`src/rtl/indianpoker_pkg.sv`:
```
// Shared constants for the Indian poker round controller: states, phase codes,
// result encodings and responder actions.
package indianpoker_pkg;

  localparam int unsigned CARD_W  = 4;
  localparam int unsigned STATE_W = 3;

  localparam logic [STATE_W-1:0] ST_IDLE = 3'd0;
  localparam logic [STATE_W-1:0] ST_DEAL = 3'd1;
  localparam logic [STATE_W-1:0] ST_ANTE = 3'd2;
  localparam logic [STATE_W-1:0] ST_BET  = 3'd3;
  localparam logic [STATE_W-1:0] ST_RESP = 3'd4;
  localparam logic [STATE_W-1:0] ST_SHOW = 3'd5;
  localparam logic [STATE_W-1:0] ST_OVER = 3'd6;

  localparam logic [1:0] PH_DEAL = 2'b00;
  localparam logic [1:0] PH_P1   = 2'b01;
  localparam logic [1:0] PH_P2   = 2'b10;
  localparam logic [1:0] PH_SHOW = 2'b11;

  localparam logic [1:0] WIN_NONE = 2'b00;
  localparam logic [1:0] WIN_P1   = 2'b01;
  localparam logic [1:0] WIN_P2   = 2'b10;
  localparam logic [1:0] WIN_TIE  = 2'b11;

  localparam logic ACT_FOLD = 1'b0;
  localparam logic ACT_CALL = 1'b1;

  // Whose turn it is: bettor acts in BET, the other player in RESP.
  function automatic logic [1:0] phase_of(input logic [STATE_W-1:0] st, input logic p2_bets);
    logic [1:0] ph;
    ph = PH_DEAL;
    case (st)
      ST_BET:           ph = p2_bets ? PH_P2 : PH_P1;
      ST_RESP:          ph = p2_bets ? PH_P1 : PH_P2;
      ST_SHOW, ST_OVER: ph = PH_SHOW;
      default:          ph = PH_DEAL;
    endcase
    return ph;
  endfunction

endpackage

```
`src/rtl/indianpoker_btn_edge.sv`:
```
// Rising-edge step generator for one button; with INDIANPOKER_AUTOREPEAT_EN
// defined, a held button also repeats every REPEAT_DLY cycles.
module indianpoker_btn_edge
  import indianpoker_pkg::*;
`ifdef INDIANPOKER_AUTOREPEAT_EN
#(
  parameter bit          REPEAT_EN  = 1'b0,
  parameter int unsigned REPEAT_DLY = 8
)
`endif
(
  input  logic clk,
  input  logic rst,
  input  logic x,
  output logic step_c
);

  logic hist;

  // History resets as "already pressed" so a button held through reset gives no step.
  always_ff @(posedge clk or posedge rst) begin
    if (rst) hist <= 1'b1;
    else     hist <= x;
  end

`ifdef INDIANPOKER_AUTOREPEAT_EN
  logic rpt_c;

  if (REPEAT_EN) begin : g_rpt
    localparam int unsigned CNT_W = $clog2(REPEAT_DLY + 1);
    logic [CNT_W-1:0] cnt;

    // Counts held cycles since the last step; restarts on every step or release.
    always_ff @(posedge clk or posedge rst) begin
      if (rst)                         cnt <= '0;
      else if (!x || !hist || rpt_c)   cnt <= '0;
      else                             cnt <= cnt + CNT_W'(1);
    end

    assign rpt_c = x && hist && (cnt == CNT_W'(REPEAT_DLY - 1));
  end else begin : g_norpt
    assign rpt_c = 1'b0;
  end

  assign step_c = (x && !hist) || rpt_c;
`else
  assign step_c = x && !hist;
`endif

endmodule

```
`src/rtl/indianpoker_round_ctrl.sv`:
```
// Indian poker round sequencer: deal, ante, bet, respond, settle, repeat until a
// stack empties. Optional Up/Down autorepeat via INDIANPOKER_AUTOREPEAT_EN.
module indianpoker_round_ctrl
  import indianpoker_pkg::*;
#(
  parameter int unsigned CHIP_W     = 8,
  parameter int unsigned INIT_CHIPS = 20,
  parameter int unsigned REPEAT_DLY = 8
)
(
  input  logic              CLK,
  input  logic              CLR,
  input  logic              set,
  input  logic              Up,
  input  logic              Down,
  output logic              deal_req,
  input  logic              deal_vld,
  input  logic [CARD_W-1:0] card1,
  input  logic [CARD_W-1:0] card2,
  output logic [CARD_W-1:0] c1,
  output logic [CARD_W-1:0] c2,
  output logic              Q1,
  output logic              Q0,
  output logic [CHIP_W-1:0] b,
  output logic              a,
  output logic [CHIP_W-1:0] pot,
  output logic [CHIP_W-1:0] s1,
  output logic [CHIP_W-1:0] s2,
  output logic [1:0]        win,
  output logic              over
);

  logic set_step_c, up_step_c, down_step_c;

  indianpoker_btn_edge u_set (.clk(CLK), .rst(CLR), .x(set), .step_c(set_step_c));

`ifdef INDIANPOKER_AUTOREPEAT_EN
  indianpoker_btn_edge #(.REPEAT_EN(1'b1), .REPEAT_DLY(REPEAT_DLY))
    u_up   (.clk(CLK), .rst(CLR), .x(Up),   .step_c(up_step_c));
  indianpoker_btn_edge #(.REPEAT_EN(1'b1), .REPEAT_DLY(REPEAT_DLY))
    u_down (.clk(CLK), .rst(CLR), .x(Down), .step_c(down_step_c));
`else
  indianpoker_btn_edge u_up   (.clk(CLK), .rst(CLR), .x(Up),   .step_c(up_step_c));
  indianpoker_btn_edge u_down (.clk(CLK), .rst(CLR), .x(Down), .step_c(down_step_c));
`endif

  logic [STATE_W-1:0] state, state_nxt;
  logic               p2_bets, p2_bets_nxt;
  logic [CHIP_W-1:0]  s1_nxt, s2_nxt, pot_nxt, b_nxt;
  logic [CARD_W-1:0]  c1_nxt, c2_nxt;
  logic               a_nxt, deal_req_nxt, over_nxt;
  logic [1:0]         win_nxt, q, q_nxt, winner_c;
  logic [CHIP_W-1:0]  cap_c;

  assign cap_c = (s1 < s2) ? s1 : s2;
  assign Q1    = q[1];
  assign Q0    = q[0];

  // State and datapath registers.
  always_ff @(posedge CLK or posedge CLR) begin
    if (CLR) begin
      state    <= ST_IDLE;
      p2_bets  <= 1'b0;
      s1       <= CHIP_W'(INIT_CHIPS);
      s2       <= CHIP_W'(INIT_CHIPS);
      pot      <= '0;
      b        <= '0;
      a        <= 1'b0;
      c1       <= '0;
      c2       <= '0;
      win      <= WIN_NONE;
      over     <= 1'b0;
      deal_req <= 1'b0;
      q        <= PH_DEAL;
    end else begin
      state    <= state_nxt;
      p2_bets  <= p2_bets_nxt;
      s1       <= s1_nxt;
      s2       <= s2_nxt;
      pot      <= pot_nxt;
      b        <= b_nxt;
      a        <= a_nxt;
      c1       <= c1_nxt;
      c2       <= c2_nxt;
      win      <= win_nxt;
      over     <= over_nxt;
      deal_req <= deal_req_nxt;
      q        <= q_nxt;
    end
  end

  // Next-state and next-datapath logic; button priority is set > Up > Down.
  always_comb begin
    state_nxt    = state;
    p2_bets_nxt  = p2_bets;
    s1_nxt       = s1;
    s2_nxt       = s2;
    pot_nxt      = pot;
    b_nxt        = b;
    a_nxt        = a;
    c1_nxt       = c1;
    c2_nxt       = c2;
    win_nxt      = win;
    deal_req_nxt = 1'b0;
    winner_c     = WIN_NONE;

    case (state)
      ST_IDLE: begin
        if (set_step_c) state_nxt = ST_DEAL;
      end
      ST_DEAL: begin
        if (deal_vld) begin
          c1_nxt    = card1;
          c2_nxt    = card2;
          state_nxt = ST_ANTE;
        end else begin
          deal_req_nxt = 1'b1;
        end
      end
      ST_ANTE: begin
        s1_nxt  = s1 - CHIP_W'(1);
        s2_nxt  = s2 - CHIP_W'(1);
        pot_nxt = pot + CHIP_W'(2);
        // A player left with nothing to bet forces an immediate showdown.
        if (cap_c == CHIP_W'(1)) begin
          b_nxt     = '0;
          a_nxt     = ACT_CALL;
          state_nxt = ST_SHOW;
        end else begin
          b_nxt     = CHIP_W'(1);
          state_nxt = ST_BET;
        end
      end
      ST_BET: begin
        if (set_step_c) begin
          a_nxt     = ACT_CALL;
          state_nxt = ST_RESP;
        end else if (up_step_c) begin
          if (b < cap_c) b_nxt = b + CHIP_W'(1);
        end else if (down_step_c) begin
          if (b > CHIP_W'(1)) b_nxt = b - CHIP_W'(1);
        end
      end
      ST_RESP: begin
        if (set_step_c) begin
          if (a == ACT_CALL) begin
            s1_nxt  = s1 - b;
            s2_nxt  = s2 - b;
            pot_nxt = pot + (b << 1);
          end
          state_nxt = ST_SHOW;
        end else if (up_step_c) begin
          a_nxt = ACT_CALL;
        end else if (down_step_c) begin
          a_nxt = ACT_FOLD;
        end
      end
      ST_SHOW: begin
        if (a == ACT_FOLD)  winner_c = p2_bets ? WIN_P2 : WIN_P1;
        else if (c1 > c2)   winner_c = WIN_P1;
        else if (c2 > c1)   winner_c = WIN_P2;
        else                winner_c = WIN_TIE;
        case (winner_c)
          WIN_P1:  s1_nxt = s1 + pot;
          WIN_P2:  s2_nxt = s2 + pot;
          default: begin
            s1_nxt = s1 + (pot >> 1);
            s2_nxt = s2 + (pot >> 1);
          end
        endcase
        pot_nxt     = '0;
        win_nxt     = winner_c;
        p2_bets_nxt = ~p2_bets;
        state_nxt   = (s1_nxt == '0 || s2_nxt == '0) ? ST_OVER : ST_DEAL;
      end
      ST_OVER: begin
        state_nxt = ST_OVER;
      end
      default: begin
        state_nxt = ST_IDLE;
      end
    endcase

    over_nxt = (state_nxt == ST_OVER);
    q_nxt    = phase_of(state_nxt, p2_bets_nxt);
  end

endmodule
```
`config.mk`:
```
export PLATFORM = sky130hd
export DESIGN_NAME = indianpoker_round_ctrl
export DESIGN_NICKNAME = d
export VERILOG_FILES = /design/src/rtl/indianpoker_pkg.sv /design/src/rtl/indianpoker_btn_edge.sv /design/src/rtl/indianpoker_round_ctrl.sv
export SDC_FILE = /design/constraint.sdc
export NUM_CORES = 1
export LEC_CHECK = 0
export BUFFER_PORTS_ARGS = -buffer_cell sky130_fd_sc_hd__buf_2
export CAP_MARGIN = 20
export CORE_MARGIN = 4
export CORE_UTILIZATION = 40
export CTS_CLUSTER_DIAMETER = 100
export DETAILED_ROUTE_END_ITERATION = 10
export GPL_ROUTABILITY_DRIVEN = 0
export PLACE_DENSITY = 0.6
export SLEW_MARGIN = 20
export SYNTH_ARGS = -nofsm -noshare
export SYNTH_HDL_FRONTEND = slang
export SYNTH_HIERARCHICAL = 1
export SYNTH_SLANG_ARGS = --single-unit
```
`constraint.sdc`:
```
create_clock -name CLK -period 5.6 [get_ports CLK]
set_input_delay 1.12 -clock CLK [delete_from_list [all_inputs] [get_ports CLK]]
set_output_delay 1.12 -clock CLK [all_outputs]
set_load 0.05 [all_outputs]
```
Word level (Yosys, flattened, before mapping)
Cells that the tools add are included.

word-level totals
  bits in registers = 54
  output and inout bits = 47
  logic and storage cells = 120
  input port bits = 14

operators by class
  eq/ne operators = 23
  multiplexer cells = 45
  bitwise operators = 1
  reductions and logical operators = 18
  order comparisons = 5
  add/sub/neg operators = 12

operators with widths
  kind                   count
  $mux W8                14
  $pmux W8 S3            3
  $pmux W8 S2            3
  $add A8 B8 Y8          3
  $sub A8 B1 Y8 const B  3
  $pmux W3 S7            1
  $eq A3 B3 Y1 const B   6
  $mux W3                6
  $add A8 B7 Y8          2
  $logic_not A8 Y1       2
  $lt A8 B8 Y1           2
  $sub A8 B8 Y8          2
  $mux W2                6
  $ne A2 B2 Y1 const B   6
  $mux W1                10
  $reduce_and A5 Y1      2
  $eq A3 B2 Y1 const B   3
  $ne A3 B2 Y1 const B   3
  $add A8 B1 Y8 const B  1
  $add A8 B2 Y8 const B  1
  $eq A8 B1 Y1 const B   1
  $gt A4 B4 Y1           2
  $gt A8 B1 Y1 const B   1
  $pmux W2 S3            1
  other kinds (15)       20

Depth between registers and ports, before layout
  depth after elaboration = 15
  gate-level depth with buffers = 20
  gate-level depth less buffers = 19

By module
The synthesis kept the hierarchy.

by module, submodules not included
  module                  area each (um^2)  sequential area each (um^2)  cells each  times used
  indianpoker_round_ctrl  4710.8            1256.2                       565         1
  indianpoker_btn_edge    43.8              26.3                         3           3

Worst setup path after synthesis
OpenSTA, ideal clock, no wires.

  kind = reg-to-reg
  start = register c1[3]
  end = register q[0]
  path buffers = 1
  required time = 5.479 ns
  arrival time = 4.380 ns
  cell stages (with the launch flop) = 19
  setup time = 0.121 ns
  period minus slack after synthesis = 4.501 ns
  slack = 1.099 ns
  cell sequence = dfrtp_1 > inv_1 > ha_1 > and4_1 > a21o_1 > a21oi_2 > clkbuf_1 > mux2_2 > ha_1 > a211oi_1 > a21oi_1 > o41ai_1 > mux2i_1 > xnor2_1 > a32o_2 > nand3_1 > nand2_1 > nand2_1 > a22o_1

between the ends
  word-level cells in the longest chain between the ends = 15
  elaborated cells between the ends (all ways) = 23
  those cells by class = 2 x order compare; 6 x eq/ne; 11 x mux; 4 x reduce/logical

ends and longest elaborated chain
  what                                                 line                           source
  start, declared                                      indianpoker_round_ctrl.sv:20   output logic [CARD_W-1:0] c1,
  start signal, assigned                               indianpoker_round_ctrl.sv:83   c1 <= c1_nxt;
  $gt A4 B4 Y1                                         indianpoker_round_ctrl.sv:161  else if (c2 > c1) winner_c = WIN_P2;
  $mux W1                                              indianpoker_round_ctrl.sv:161
  $mux W2 *                                            indianpoker_round_ctrl.sv:160  else if (c1 > c2) winner_c = WIN_P1;
  $mux W2 *                                            indianpoker_round_ctrl.sv:159  if (a == ACT_FOLD) winner_c = p2_bets ? WIN_P2 : WIN_P1;
  $mux W2 *                                            indianpoker_round_ctrl.sv:107  case (state)
  $eq A2 B2 Y1 / $eq A2 B1 Y1 (equally long branches)  indianpoker_round_ctrl.sv:163  case (winner_c)
  $pmux W8 S2                                          indianpoker_round_ctrl.sv:163
  $mux W8                                              indianpoker_round_ctrl.sv:107
  $logic_not A8 Y1                                     indianpoker_round_ctrl.sv:174  state_nxt = (s1_nxt == '0 || s2_nxt == '0) ? ST_OVER : ST_DEAL;
  $logic_or A1 B1 Y1 *                                 indianpoker_round_ctrl.sv:174
  $mux W3 *                                            indianpoker_round_ctrl.sv:174
  $pmux W3 S7 *                                        indianpoker_round_ctrl.sv:107
  $eq A3 B3 Y1                                         indianpoker_pkg.sv:33          case (st)
  $reduce_or A2 Y1                                     indianpoker_pkg.sv:33
  $pmux W2 S3 *                                        indianpoker_pkg.sv:33
  net q_nxt[0]                                         indianpoker_round_ctrl.sv:52   logic [1:0] win_nxt, q, q_nxt, winner_c;
  end signal, assigned                                 indianpoker_round_ctrl.sv:88   q <= q_nxt;
  end, declared                                        indianpoker_round_ctrl.sv:52

Mark *: on every way through the listed nets, which the timed path passes. The rest lies on a longest branch. The select of a mux whose other input is x is not followed.
A chain may end at the register's enable or synchronous reset.

Worst setup path in the final report
Same ends and word-level chain as after synthesis.

==> out/metrics.cfg <==
[run_status]
status = finished clean

[synthesis]
yosys_warnings = 6
synth_seq_cells = 53
yosysMostFrequentCell = nand2_1
synthCells = 574
synth_common_cells = nand2_1 (75), ha_1 (57), nor2_1 (55)
async_flop_share_pct = 100
yosysSeqAreaShare_pct = 27.6
ys_types = 69
synth_area_leaders = dfrtp_1 (24%), ha_1 (15%), nand2_1 (5.8%)
synth_top_flop_cell = dfrtp_1
avgSynthCellArea_um2 = 8.44
synth_area_um2 = 4840
yosysTopAreaCell = dfrtp_1
synth-edff-count = 0
synth_top_area_share_pct = 23.8
synth_fp_nets = 650

[grt]
grt_start_max_net_pins = 35
grt_pass1_vias = 4385
grt_util_all_layers_pct = 20.2
grtUsageMet1_pct = 27.1
antenna_found_initial = 0
grt-busiest-layer = met2
grt_overflow = 0
met3_usage_pct = 4.47
grt_pass1_wl_um = 22700
met2_usage_pct = 32.7

[critical_path]
cp.required_ns = 5.80
arrival_ns = 4.85
startpoint_type = register
cp_max_fo = 17
crit_type = register to register
cp-end-kind = register

[placement]
dp_hpwl_um = 10300
pre_cts_ws_ns = 0.981
portBuffers = 59

[sta]
max_freq_ghz = 0.215
post-route-min-period_ns = 4.65
slew_headroom_pct = 39.1
rsz0062_at_grt = no
setup_tns_ns = 0
worst_pin_slew_ns = 0.914
report.final.slew_viol_count = 0
fin_worst_skew_ns = 0.0102
holdWs_ns = 0.485
period_share_pct = 83.0
hold_viol_final = 0
layout_setup_ws_ns = 0.951
finalSetupViolCount = 0

[clock_tree]
cts_resized = 0
clk_latency_ns = 0.31
post_cts_buffers = 0
cts_tree = built
holdBufCountCts = 0
h-tree-depth = 2
root_buffer = clkbuf_16
clock-sinks = 53
cts_buffers = 5
clk_pin_slew_ns = 0.07
clock_path_buffers = 2

[detailed_routing]
drt-pass1-iter-count = 5
vias = 4390
drtIter0Drc = 247
ant_nets = 0
drc_errors = 0
vias_per_cell = 5.71
wl_per_cell_um = 17.7
finalWirelength_um = 13600

[power_and_ir_drop]
power.density_nw_per_um2 = 181
total_power_uw = 974
p_leak_nw = 2.61
ir_drop_mv = 0.136

[run]
cap_violations = 0

[die]
core_um2 = 11600
dieArea_um2 = 13900
start_util_pct = 41.7
die_w_um = 118
die_h_um = 118
num_rows = 39
ioPinCount = 61

[worst_hold_path]
hold_path.class = register to register

[cells_and_area]
final_core_util_pct = 46.4
drive_gt1_share_pct = 16.5
area_growth_pct = 11.4
antenna_cells = 0
finalNetCount = 701

[worst max-delay path: stages, from the launching register on]
cell       delay [ns]
dfrtp_1          0.34
inv_1            0.06
ha_1             0.30
and4_1           0.24
a21o_1           0.19
a21oi_2          0.66
mux2_2           0.42
ha_1             0.34
and3b_1          0.18
a2111oi_0        0.42
nand3b_1         0.16
nor4_1           0.24
a41o_1           0.22
a32o_2           0.20
nand3_1          0.10
nand2_1          0.17
nand2_1          0.07
a22o_1           0.24
[placed cells by master, fill, tap and decap left out, types with 3 or more instances in the layout]
cell type / n
dfrtp_1: 46
nor2_1: 55
a221o_1: 8
nand3b_1: 4
nor2b_4: 4
clkbuf_16: 5
nor4_1: 5
a41o_1: 3
mux2i_1: 5
buf_2: 59
inv_1: 43
xnor2_1: 21
a22o_1: 3
nand4_1: 7
nor3_1: 8
a31oi_1: 3
dfstp_2: 7
a211oi_1: 7
nand2b_1: 11
mux2_2: 9
a21o_1: 16
a31o_2: 4
xor2_1: 6
nand3_1: 7
nand2_1: 75
nor2b_1: 10
a21oi_1: 37
o21ai_0: 32
o21bai_1: 3
o211ai_1: 5
ha_1: 57
fa_1: 5
or3_1: 3
o221ai_1: 4
[state kept, by name, indices dropped and copies added, names as in the netlist, 3 cells and up]
signal  cells
b           8
c1          4
c2          4
pot         7
s1          8
s2          8
state       3
[power by group]
| part | switching, mW | total, mW | internal (mW) |
|---|---|---|---|
| sequential | 0.0455 | 0.447 | 0.402 |
| clock | 0.154 | 0.321 | 0.167 |
| combinational | 0.136 | 0.206 | 0.0694 |
[cells by family after synthesis]
group | after synthesis | synth area share [%]
AND/OR/NAND/NOR | 207 | 21.6
AO/OA/AOI/OAI | 149 | 21.0
adder cells (fa/ha/maj) | 62 | 16.8
buffers and inverters | 61 | 4.94
flip-flops | 53 | 27.6
XOR/XNOR | 27 | 4.88
multiplexers | 14 | 3.13
other | 1 | 0.0774
[layer usage]
layer  share of wire (%)  vias to the layer above
met4                 1.4                        0
met2                  46                      147
met3                 6.1                       13
met1                  46                     2093
li1                    -                     2137
met5                   0                        -
[stage by stage]
step	std cells	instance area (um^2)
floorplan	574	4840
global placement	761	5250
detailed placement	761	5250
CTS	769	5390
global route	769	5390
finish	769	5390
[cell type report]
class,instances,area [um^2]
Tap cell,143,179
Fill cell,1183,6220
Sequential cell,53,1340
Multi-Input combinational cell,460,3270
Clock buffer,7,133
Timing Repair Buffer,60,303
Clock inverter,1,7.51
Inverter,45,169
[worst paths after layout]
path                           to  slack [ns]   start  depth (start not counted)
hold reg to reg            win[1]        0.48  win[1]                          2
max in group asynchronous   s2[2]        3.97     CLR                          3
setup / recovery             q[0]        0.95   c1[3]                         17
min in group asynchronous       a        0.81     CLR                          2
setup reg to reg             q[0]        0.95   c1[3]                         17
hold / removal             win[1]        0.48  win[1]                          2
Power figures use the tool's default switching activity.
